`src/rtl/paddle_input_ctl_if.sv`:
```
// paddle_input_ctl_if: mouse/blanking inputs and paddle/pulse outputs of paddle_input_ctl.
// master drives the mouse and blanking inputs; slave is the conditioning block.
interface paddle_input_ctl_if;
    logic        vblnk_in;
    logic [11:0] ypos_in;
    logic [11:0] ypos_sec_in;
    logic        mouse_left_in;
    logic [11:0] paddle_y;
    logic [11:0] paddle_y_sec;
    logic        frame_tick;
    logic        start_pulse;
    modport master (
        output vblnk_in, ypos_in, ypos_sec_in, mouse_left_in,
        input  paddle_y, paddle_y_sec, frame_tick, start_pulse
    );
    modport slave (
        input  vblnk_in, ypos_in, ypos_sec_in, mouse_left_in,
        output paddle_y, paddle_y_sec, frame_tick, start_pulse
    );
endinterface

```
`src/rtl/paddle_input_ctl.sv`:
```
// paddle_input_ctl: per-frame paddle sampling with clamp, plus debounced start button.
// Define PADDLE_SLEW_EN to limit paddle motion to MAX_STEP lines per frame.
module paddle_input_ctl #(
    parameter int SCREEN_H        = 768,
    parameter int PADDLE_H        = 100,
    parameter int MAX_STEP        = 16,
    parameter int DEBOUNCE_CYCLES = 65000
) (
    input logic              clk,
    input logic              rst,
    paddle_input_ctl_if.slave bus
);
    localparam int YMAX = SCREEN_H - PADDLE_H;
    localparam logic [11:0] YMAX_W = 12'(YMAX);
    localparam logic [11:0] YMID_W = 12'(YMAX / 2);
    localparam int CW = $clog2(DEBOUNCE_CYCLES + 1);
    localparam logic [CW-1:0] CNT_LAST = CW'(DEBOUNCE_CYCLES - 1);

    if (MAX_STEP < 1 || PADDLE_H >= SCREEN_H || DEBOUNCE_CYCLES < 2) begin : g_bad_params
        $error("paddle_input_ctl: invalid parameters");
    end

    typedef enum logic [1:0] {IDLE, PRESS_WAIT, HELD, RELEASE_WAIT} state_t;

    logic [11:0] y_q, y_d, ys_q, ys_d;
    logic        vprev_q, tick_q, rise;
    state_t      state_q;
    logic [CW-1:0] cnt_q;
    logic        start_q;

    function automatic logic [11:0] clamp(input logic [11:0] v);
        return v > YMAX_W ? YMAX_W : v;
    endfunction

`ifdef PADDLE_SLEW_EN
    localparam logic [11:0] STEP_W = 12'(MAX_STEP);

    // Differences are only consumed on the side where they cannot underflow.
    function automatic logic [11:0] slew(input logic [11:0] cur, input logic [11:0] tgt);
        logic [11:0] up, dn;
        up = tgt - cur;
        dn = cur - tgt;
        return tgt > cur ? cur + (up > STEP_W ? STEP_W : up) :
               tgt < cur ? cur - (dn > STEP_W ? STEP_W : dn) : cur;
    endfunction
`endif

    always_comb begin
        rise = bus.vblnk_in & ~vprev_q;
`ifdef PADDLE_SLEW_EN
        y_d  = rise ? slew(y_q, clamp(bus.ypos_in)) : y_q;
        ys_d = rise ? slew(ys_q, clamp(bus.ypos_sec_in)) : ys_q;
`else
        y_d  = rise ? clamp(bus.ypos_in) : y_q;
        ys_d = rise ? clamp(bus.ypos_sec_in) : ys_q;
`endif
    end

    // vprev resets high so blanking already active at release is not a frame edge.
    always_ff @(posedge clk) begin
        if (rst) begin
            vprev_q <= 1'b1;
            tick_q  <= 1'b0;
            y_q     <= YMID_W;
            ys_q    <= YMID_W;
        end else begin
            vprev_q <= bus.vblnk_in;
            tick_q  <= rise;
            y_q     <= y_d;
            ys_q    <= ys_d;
        end
    end

    always_ff @(posedge clk) begin
        if (rst) begin
            state_q <= IDLE;
            cnt_q   <= '0;
            start_q <= 1'b0;
        end else begin
            start_q <= 1'b0;
            case (state_q)
                IDLE: if (bus.mouse_left_in) begin
                    state_q <= PRESS_WAIT;
                    cnt_q   <= CW'(1);
                end
                PRESS_WAIT: if (!bus.mouse_left_in) begin
                    state_q <= IDLE;
                    cnt_q   <= '0;
                end else if (cnt_q == CNT_LAST) begin
                    state_q <= HELD;
                    cnt_q   <= '0;
                    start_q <= 1'b1;
                end else begin
                    cnt_q <= cnt_q + CW'(1);
                end
                HELD: if (!bus.mouse_left_in) begin
                    state_q <= RELEASE_WAIT;
                    cnt_q   <= CW'(1);
                end
                RELEASE_WAIT: if (bus.mouse_left_in) begin
                    state_q <= HELD;
                    cnt_q   <= '0;
                end else if (cnt_q == CNT_LAST) begin
                    state_q <= IDLE;
                    cnt_q   <= '0;
                end else begin
                    cnt_q <= cnt_q + CW'(1);
                end
                default: begin
                    state_q <= IDLE;
                    cnt_q   <= '0;
                end
            endcase
        end
    end

    assign bus.paddle_y     = y_q;
    assign bus.paddle_y_sec = ys_q;
    assign bus.frame_tick   = tick_q;
    assign bus.start_pulse  = start_q;
endmodule

```
`src/flat_wrapper.sv`:
```
// flat-port wrapper written by rule: the top's interface ports become plain ports
module paddle_input_ctl_flat 
#(
    parameter int SCREEN_H        = 768,
    parameter int PADDLE_H        = 100,
    parameter int MAX_STEP        = 16,
    parameter int DEBOUNCE_CYCLES = 65000
)
  (clk, rst, bus_vblnk_in, bus_ypos_in, bus_ypos_sec_in, bus_mouse_left_in, bus_paddle_y, bus_paddle_y_sec, bus_frame_tick, bus_start_pulse);
  paddle_input_ctl_if bus_i ();
  input logic clk;
  input logic rst;
  input wire logic [$bits(bus_i.vblnk_in)-1:0] bus_vblnk_in;
  input wire logic [$bits(bus_i.ypos_in)-1:0] bus_ypos_in;
  input wire logic [$bits(bus_i.ypos_sec_in)-1:0] bus_ypos_sec_in;
  input wire logic [$bits(bus_i.mouse_left_in)-1:0] bus_mouse_left_in;
  output wire logic [$bits(bus_i.paddle_y)-1:0] bus_paddle_y;
  output wire logic [$bits(bus_i.paddle_y_sec)-1:0] bus_paddle_y_sec;
  output wire logic [$bits(bus_i.frame_tick)-1:0] bus_frame_tick;
  output wire logic [$bits(bus_i.start_pulse)-1:0] bus_start_pulse;
  assign bus_i.vblnk_in = bus_vblnk_in;
  assign bus_i.ypos_in = bus_ypos_in;
  assign bus_i.ypos_sec_in = bus_ypos_sec_in;
  assign bus_i.mouse_left_in = bus_mouse_left_in;
  assign bus_paddle_y = bus_i.paddle_y;
  assign bus_paddle_y_sec = bus_i.paddle_y_sec;
  assign bus_frame_tick = bus_i.frame_tick;
  assign bus_start_pulse = bus_i.start_pulse;
  paddle_input_ctl #(.SCREEN_H(SCREEN_H), .PADDLE_H(PADDLE_H), .MAX_STEP(MAX_STEP), .DEBOUNCE_CYCLES(DEBOUNCE_CYCLES)) u_core (.clk(clk), .rst(rst), .bus(bus_i));
endmodule
```
`config.mk`:
```
export PLATFORM = sky130hd
export DESIGN_NAME = paddle_input_ctl_flat
export DESIGN_NICKNAME = d
export VERILOG_FILES = /design/src/rtl/paddle_input_ctl_if.sv /design/src/rtl/paddle_input_ctl.sv /design/src/flat_wrapper.sv
export SDC_FILE = /design/constraint.sdc
export NUM_CORES = 1
export LEC_CHECK = 0
export ABC_AREA = 0
export ABC_CLOCK_PERIOD_IN_PS = 3100
export BUFFER_PORTS_ARGS = -buffer_cell sky130_fd_sc_hd__buf_2
export CORE_MARGIN = 4
export CORE_UTILIZATION = 55
export DETAILED_ROUTE_END_ITERATION = 12
export PLACE_DENSITY = 0.79
export SLEW_MARGIN = 20
export SYNTH_ARGS = -nofsm -noshare
export SYNTH_HDL_FRONTEND = slang
export SYNTH_SLANG_ARGS = --single-unit
```
`constraint.sdc`:
```
create_clock -name clk -period 3.1 [get_ports clk]
set_input_delay 0.31 -clock clk [delete_from_list [all_inputs] [get_ports clk]]
set_output_delay 0.31 -clock clk [all_outputs]
set_load 0.02 [all_outputs]
```
After elaboration in Yosys (flattened, before gate mapping)
Index checks and enable logic that the tools add are counted.
{"block": "op_classes", "mux": 16, "reduce_logical": 4, "div": 0, "multipliers": 0, "n_bitwise": 4, "magnitude_cmp": 2, "eq_ne": 8, "shifts": 0, "addsub": 1}
{"operator": "two-way mux 16 bit", "n": 5}
{"operator": "one-hot mux 16 bit (4 select lines)", "n": 1}
{"operator": "greater-than comparator 12 x 10 -> 1 bit (second input constant)", "n": 2}
{"operator": "two-way mux 12 bit", "n": 2}
{"operator": "adder 16 x 1 -> 16 bit (second input constant)", "n": 1}
{"operator": "equality test 16 bit (second input constant)", "n": 1}
{"operator": "two-way mux 2 bit", "n": 6}
{"operator": "one-hot mux 2 bit (4 select lines)", "n": 1}
{"operator": "inequality test 3 x 2 -> 1 bit (second input constant)", "n": 2}
{"operator": "equality test 2 bit (second input constant)", "n": 2}
{"operator": "inequality test 2 bit (second input constant)", "n": 2}
{"operator": "AND reduction 4 bit", "n": 1}
{"operator": "inverter 1 bit", "n": 3}
{"operator": "OR reduction 3 bit", "n": 1}
{"operator": "equality test 2 x 1 -> 1 bit (second input constant)", "n": 1}
{"operator": "logical NOT 2 bit", "n": 1}
{"operator": "AND reduction 2 bit", "n": 1}
{"operator": "AND 1 bit", "n": 1}
{"operator": "two-way mux 1 bit", "n": 1}
{"block": "totals", "mem_bits_rw": 0, "romBits": 0, "latch_bits": 0, "elab_cells": 42, "n_memories": 0, "input_bits": 28, "ff_bits": 45}

Longest topological paths before layout
{"block": "depth", "depth_word": 4, "ltp_mapped": 7}

Worst setup path before layout
Ideal clock, no wire load.
{"block": "synth_path", "path_kind": "reg2reg", "from": "register u_core.cnt_q[0]", "to": "register u_core.cnt_q[6]", "setup_slack_ns": 1.291, "path_stages_with_launch": 8, "period_less_slack_ns": 1.809, "n_path_buf": 2, "t_arrival_ns": 1.681, "required_time_ns": 2.972, "cell_sequence": "dfxtp_1 ha_1 nand4bb_4 or4_4 buf_6 buf_8 a31oi_1 a31oi_1"}
{"block": "synth_via", "elab_chain_len": 4, "word_cells_on_any_way": 6, "cone_classes": "1 x add/sub; 1 x eq/ne; 4 x mux"}
{"element": "start: declaration", "line": "paddle_input_ctl.sv:28", "text": "logic [CW-1:0] cnt_q;"}
{"element": "start signal: assignment", "line": "paddle_input_ctl.sv:94", "text": "cnt_q <= cnt_q + CW'(1);"}
{"element": "start signal: assignment", "line": "paddle_input_ctl.sv:107", "text": "cnt_q <= cnt_q + CW'(1);"}
{"element": "adder 16 x 1 -> 16 bit / equality test 16 bit (equally long branches)"}
{"element": "two-way mux 16 bit *", "line": "paddle_input_ctl.sv:89, paddle_input_ctl.sv:103"}
{"element": "two-way mux 16 bit (on tied branches)", "line": "paddle_input_ctl.sv:100, paddle_input_ctl.sv:86"}
{"element": "one-hot mux 16 bit (4 select lines) *", "line": "paddle_input_ctl.sv:81", "text": "case (state_q)"}
Every way passes the cells marked *; elsewhere a longest branch is shown, timed or not.
A chain may end at the register's enable or synchronous reset.

Worst setup path after layout
{"block": "layout_path", "from": "register u_core.cnt_q[1]", "to": "register u_core.cnt_q[1]"}
The elaborated chain is that of the path after synthesis.

==> impl_metrics.py <==
metrics = {
    "routing": {
        "routedWlPerCell_um": 14.2,
        "wl_met1_um": 2210,
        "first_pass_iters": 4,
        "drc_errors": 0,
        "routed-wl-met3_um": 313,
        "ant_nets": 0,
        "dr_wl_met2_um": 2320,
        "highest_layer": "met4",
        "wl_um": 4920,
        "drtIter0Drc": 154,
        "vias": 2038,
        "via_per_inst": 5.87,
    },
    "clock_tree": {
        "h-tree-depth": 2,
        "clk_latency_ns": 0.29,
        "holdBufCountCts": 0,
        "cts.path.max_buffers": 2,
        "cts_setup_buffers": 0,
        "cts_tree": "yes",
        "clkSlewWorstSetupHoldPaths_ns": 0.08,
        "clock_sinks": 45,
        "cts-resized-gates": 0,
        "ctsRootBufferMaster": "clkbuf_8",
        "cts_buffers": 5,
    },
    "run": {
        "cap_violations": 0,
    },
    "logic_synthesis": {
        "synthCells": 255,
        "ys.flop_type": "dfxtp_1",
        "synth.area.mux_share_pct": 1.36,
        "ys_async_sr_fraction_pct": 0,
        "yosysSeqAreaShare_pct": 40.9,
        "synth.net_count": 284,
        "synth_top_cell_area_share_pct": 40.9,
        "synth_xor_area_share_pct": 2.38,
        "synth_compound_area_share_pct": 15.1,
        "synth-seq-cells": 45,
        "yosysTopAreaCell": "dfxtp_1",
        "synth-adder-area-share_pct": 0.568,
        "ys.warnings.count": 0,
        "syn_area_per_cell_um2": 8.65,
        "netlist_area_um2": 2200,
        "synthTopCellsByArea": "dfxtp_1 (41%), nor2_1 (4.3%), nand4_1 (3.4%), nand2_1 (3.2%), nand3_1 (3.2%)",
        "synth_top_family_by_area": "simple AND/OR/NAND/NOR gates",
        "synthSimpleGateAreaFrac_pct": 33.0,
        "synth_cell_types": 53,
        "synth_edf_count": 0,
    },
    "place": {
        "placed_cell_area_um2": 2420,
        "place.port_buffers": 53,
        "dpl.hpwl_um": 3660,
        "globalplace.congestion": 0.837,
    },
    "setup_path": {
        "rr_worst_depth": 5,
        "r2r_end": "u_core.cnt_q[1]$_SDFFE_PP0P_",
        "path_class": "register to register",
        "critPathArrivalTime_ns": 2.10,
        "reg2reg_from": "u_core.cnt_q[1]$_SDFFE_PP0P_",
        "start_kind": "register",
        "crit_path_end": "u_core.cnt_q[1]$_SDFFE_PP0P_",
        "critPathMaxFanout": 19,
        "ff2ff_setup_slack_ns": 1.16,
        "cp.required_ns": 3.26,
        "worstSetupStartpoint": "u_core.cnt_q[1]$_SDFFE_PP0P_",
        "endpoint_kind": "register",
    },
    "global_routing": {
        "grt_pass1_wl_um": 8580,
        "grt_max_degree": 37,
        "antenna_found_initial": 0,
        "grt-ovfl-total": 0,
        "track_usage_pct": 20.5,
        "grt_pass1_vias": 1961,
    },
    "floorplanning": {
        "pin_count": 54,
        "fp.coreArea_um2": 3770,
        "die_w_um": 71.3,
        "rows": 22,
        "die-area_um2": 5090,
        "die_h_um": 71.3,
        "initial_core_util_pct": 58.5,
    },
    "timing": {
        "skew_ns": 0.00375,
        "worst_pin_slew_ns": 0.835,
        "drv_slew": 0,
        "setup_tns_ns": 0,
        "fin_crit_ns": 1.94,
        "max_freq_mhz": 516,
        "fin_crit_sh_pct": 62.5,
        "rsz0062_at_grt": "no",
        "hold_violations": 0,
        "timing.slew.headroom_pct": 44.2,
        "finalSetupViolCount": 0,
    },
    "finish": {
        "area_delta_synth_final_pct": 13.8,
        "final_layout_size_suffix_gt1_share_pct": 23.1,
        "fin_area_um2": 2510,
        "fin_nets": 328,
        "num_antenna_cells": 0,
    },
    "run_status": {
        "status": "finished, final reports clean",
    },
    "pwr": {
        "p_leak_nw": 0.938,
        "p_per_area_nw_per_um2": 429,
        "ir_drop_uv": 296,
        "power.total_mw": 1.08,
    },
    "worst_hold_path": {
        "hp-class": "primary input to register",
    },
}
## placed cells by master (no fill, tap or decap), types with 5 or more instances in the layout
master     n
nand4_1   12
nand2_1   19
nor3_1    10
nand3_1   14
a21oi_1    7
xnor2_1    5
clkbuf_8   6
inv_1      8
dfxtp_1   45
a31oi_1   11
nand2b_1   5
nor2_1    25
o21ai_0   10
buf_2     53
## kinds of logic after synthesis
| family | Yosys count |
|---|---|
| AND/OR/NAND/NOR | 125 |
| AO/OA/AOI/OAI | 50 |
| flip-flops | 45 |
| buffers and inverters | 25 |
| XOR/XNOR | 6 |
| multiplexers | 3 |
| adder cells (fa/ha/maj) | 1 |
## flip-flops by register name (all words and copies together) (netlist names), named ones only
name and cells:
u_core.bus.start_pulse 1, u_core.vprev_q 1, u_core.bus.frame_tick 1, u_core.state_q 1
u_core.bus.paddle_y 12, u_core.bus.paddle_y_sec 12, u_core.cnt_q 16
## critical path: stages, from the launching register on
cell and delay [ns]:
dfxtp_1 0.38, ha_1 0.30, nand4bb_4 0.13, or4_4 0.68, a32oi_1 0.27, nor2_1 0.06
## worst min path at each step
stage / slack (ns) / start / cells after the start / to
after floorplan: 0.41 / bus_vblnk_in / 1 / u_core.vprev_q$_SDFF_PP1_
after global placement: 0.44 / u_core.bus.paddle_y_sec[10]$_SDFFE_PP0P_ / 1 / u_core.bus.paddle_y_sec[10]$_SDFFE_PP0P_
after detailed placement: 0.45 / u_core.bus.paddle_y[11]$_SDFFE_PP0P_ / 1 / u_core.bus.paddle_y[11]$_SDFFE_PP0P_
after CTS: 0.25 / bus_ypos_in[4] / 2 / u_core.bus.paddle_y[4]$_SDFFE_PP0P_
after global routing: 0.26 / bus_ypos_in[1] / 2 / u_core.bus.paddle_y[1]$_SDFFE_PP1P_
final: 0.25 / bus_ypos_in[4] / 2 / u_core.bus.paddle_y[4]$_SDFFE_PP0P_
## cell usage after synthesis, types with 5 or more instances
cell type	number
inv_1	8
nand3_1	14
xnor2_1	5
nor2_1	25
nand2_1	19
o21ai_0	10
nand2b_1	5
a31oi_1	11
nor3_1	10
dfxtp_1	45
a21oi_1	7
nand4_1	12
clkbuf_1	7
## layer usage
layer / GRT usage, % / up-vias
met5: 0 / -
met4: 7.52 / 0
met3: 4.07 / 9
met2: 34.3 / 61
met1: 26.1 / 948
li1: - / 1020
## stage by stage
stage / hold WS (ns) / utilization [%] / cells / setup slack, ns
final: 0.252 / 66.5 / 347 / 1.16
after global placement: 0.437 / 64.1 / 340 / 1.25
after detailed placement: 0.446 / 64.1 / 340 / 1.22
after global routing: 0.257 / 66.5 / 347 / 1.06
after CTS: 0.248 / 66.5 / 347 / 1.16
after floorplan: 0.414 / - / 255 / 1.29
## cell type report
cell class              instances  area [µm²]
repair buffers                 54         273
clock inverters                 1        7.51
clock buffers                   6        82.6
fillers                       307        1260
multi-input cells             185        1150
inverters                       8        30.0
well taps                      48        60.1
flip-flops and latches         45         901
## report_power, final
part | internal (mW) | switching (mW)
clock | 0.176 | 0.183
sequential | 0.592 | 0.00938
combinational | 0.0447 | 0.0704
Power figures use the tool's default switching activity.
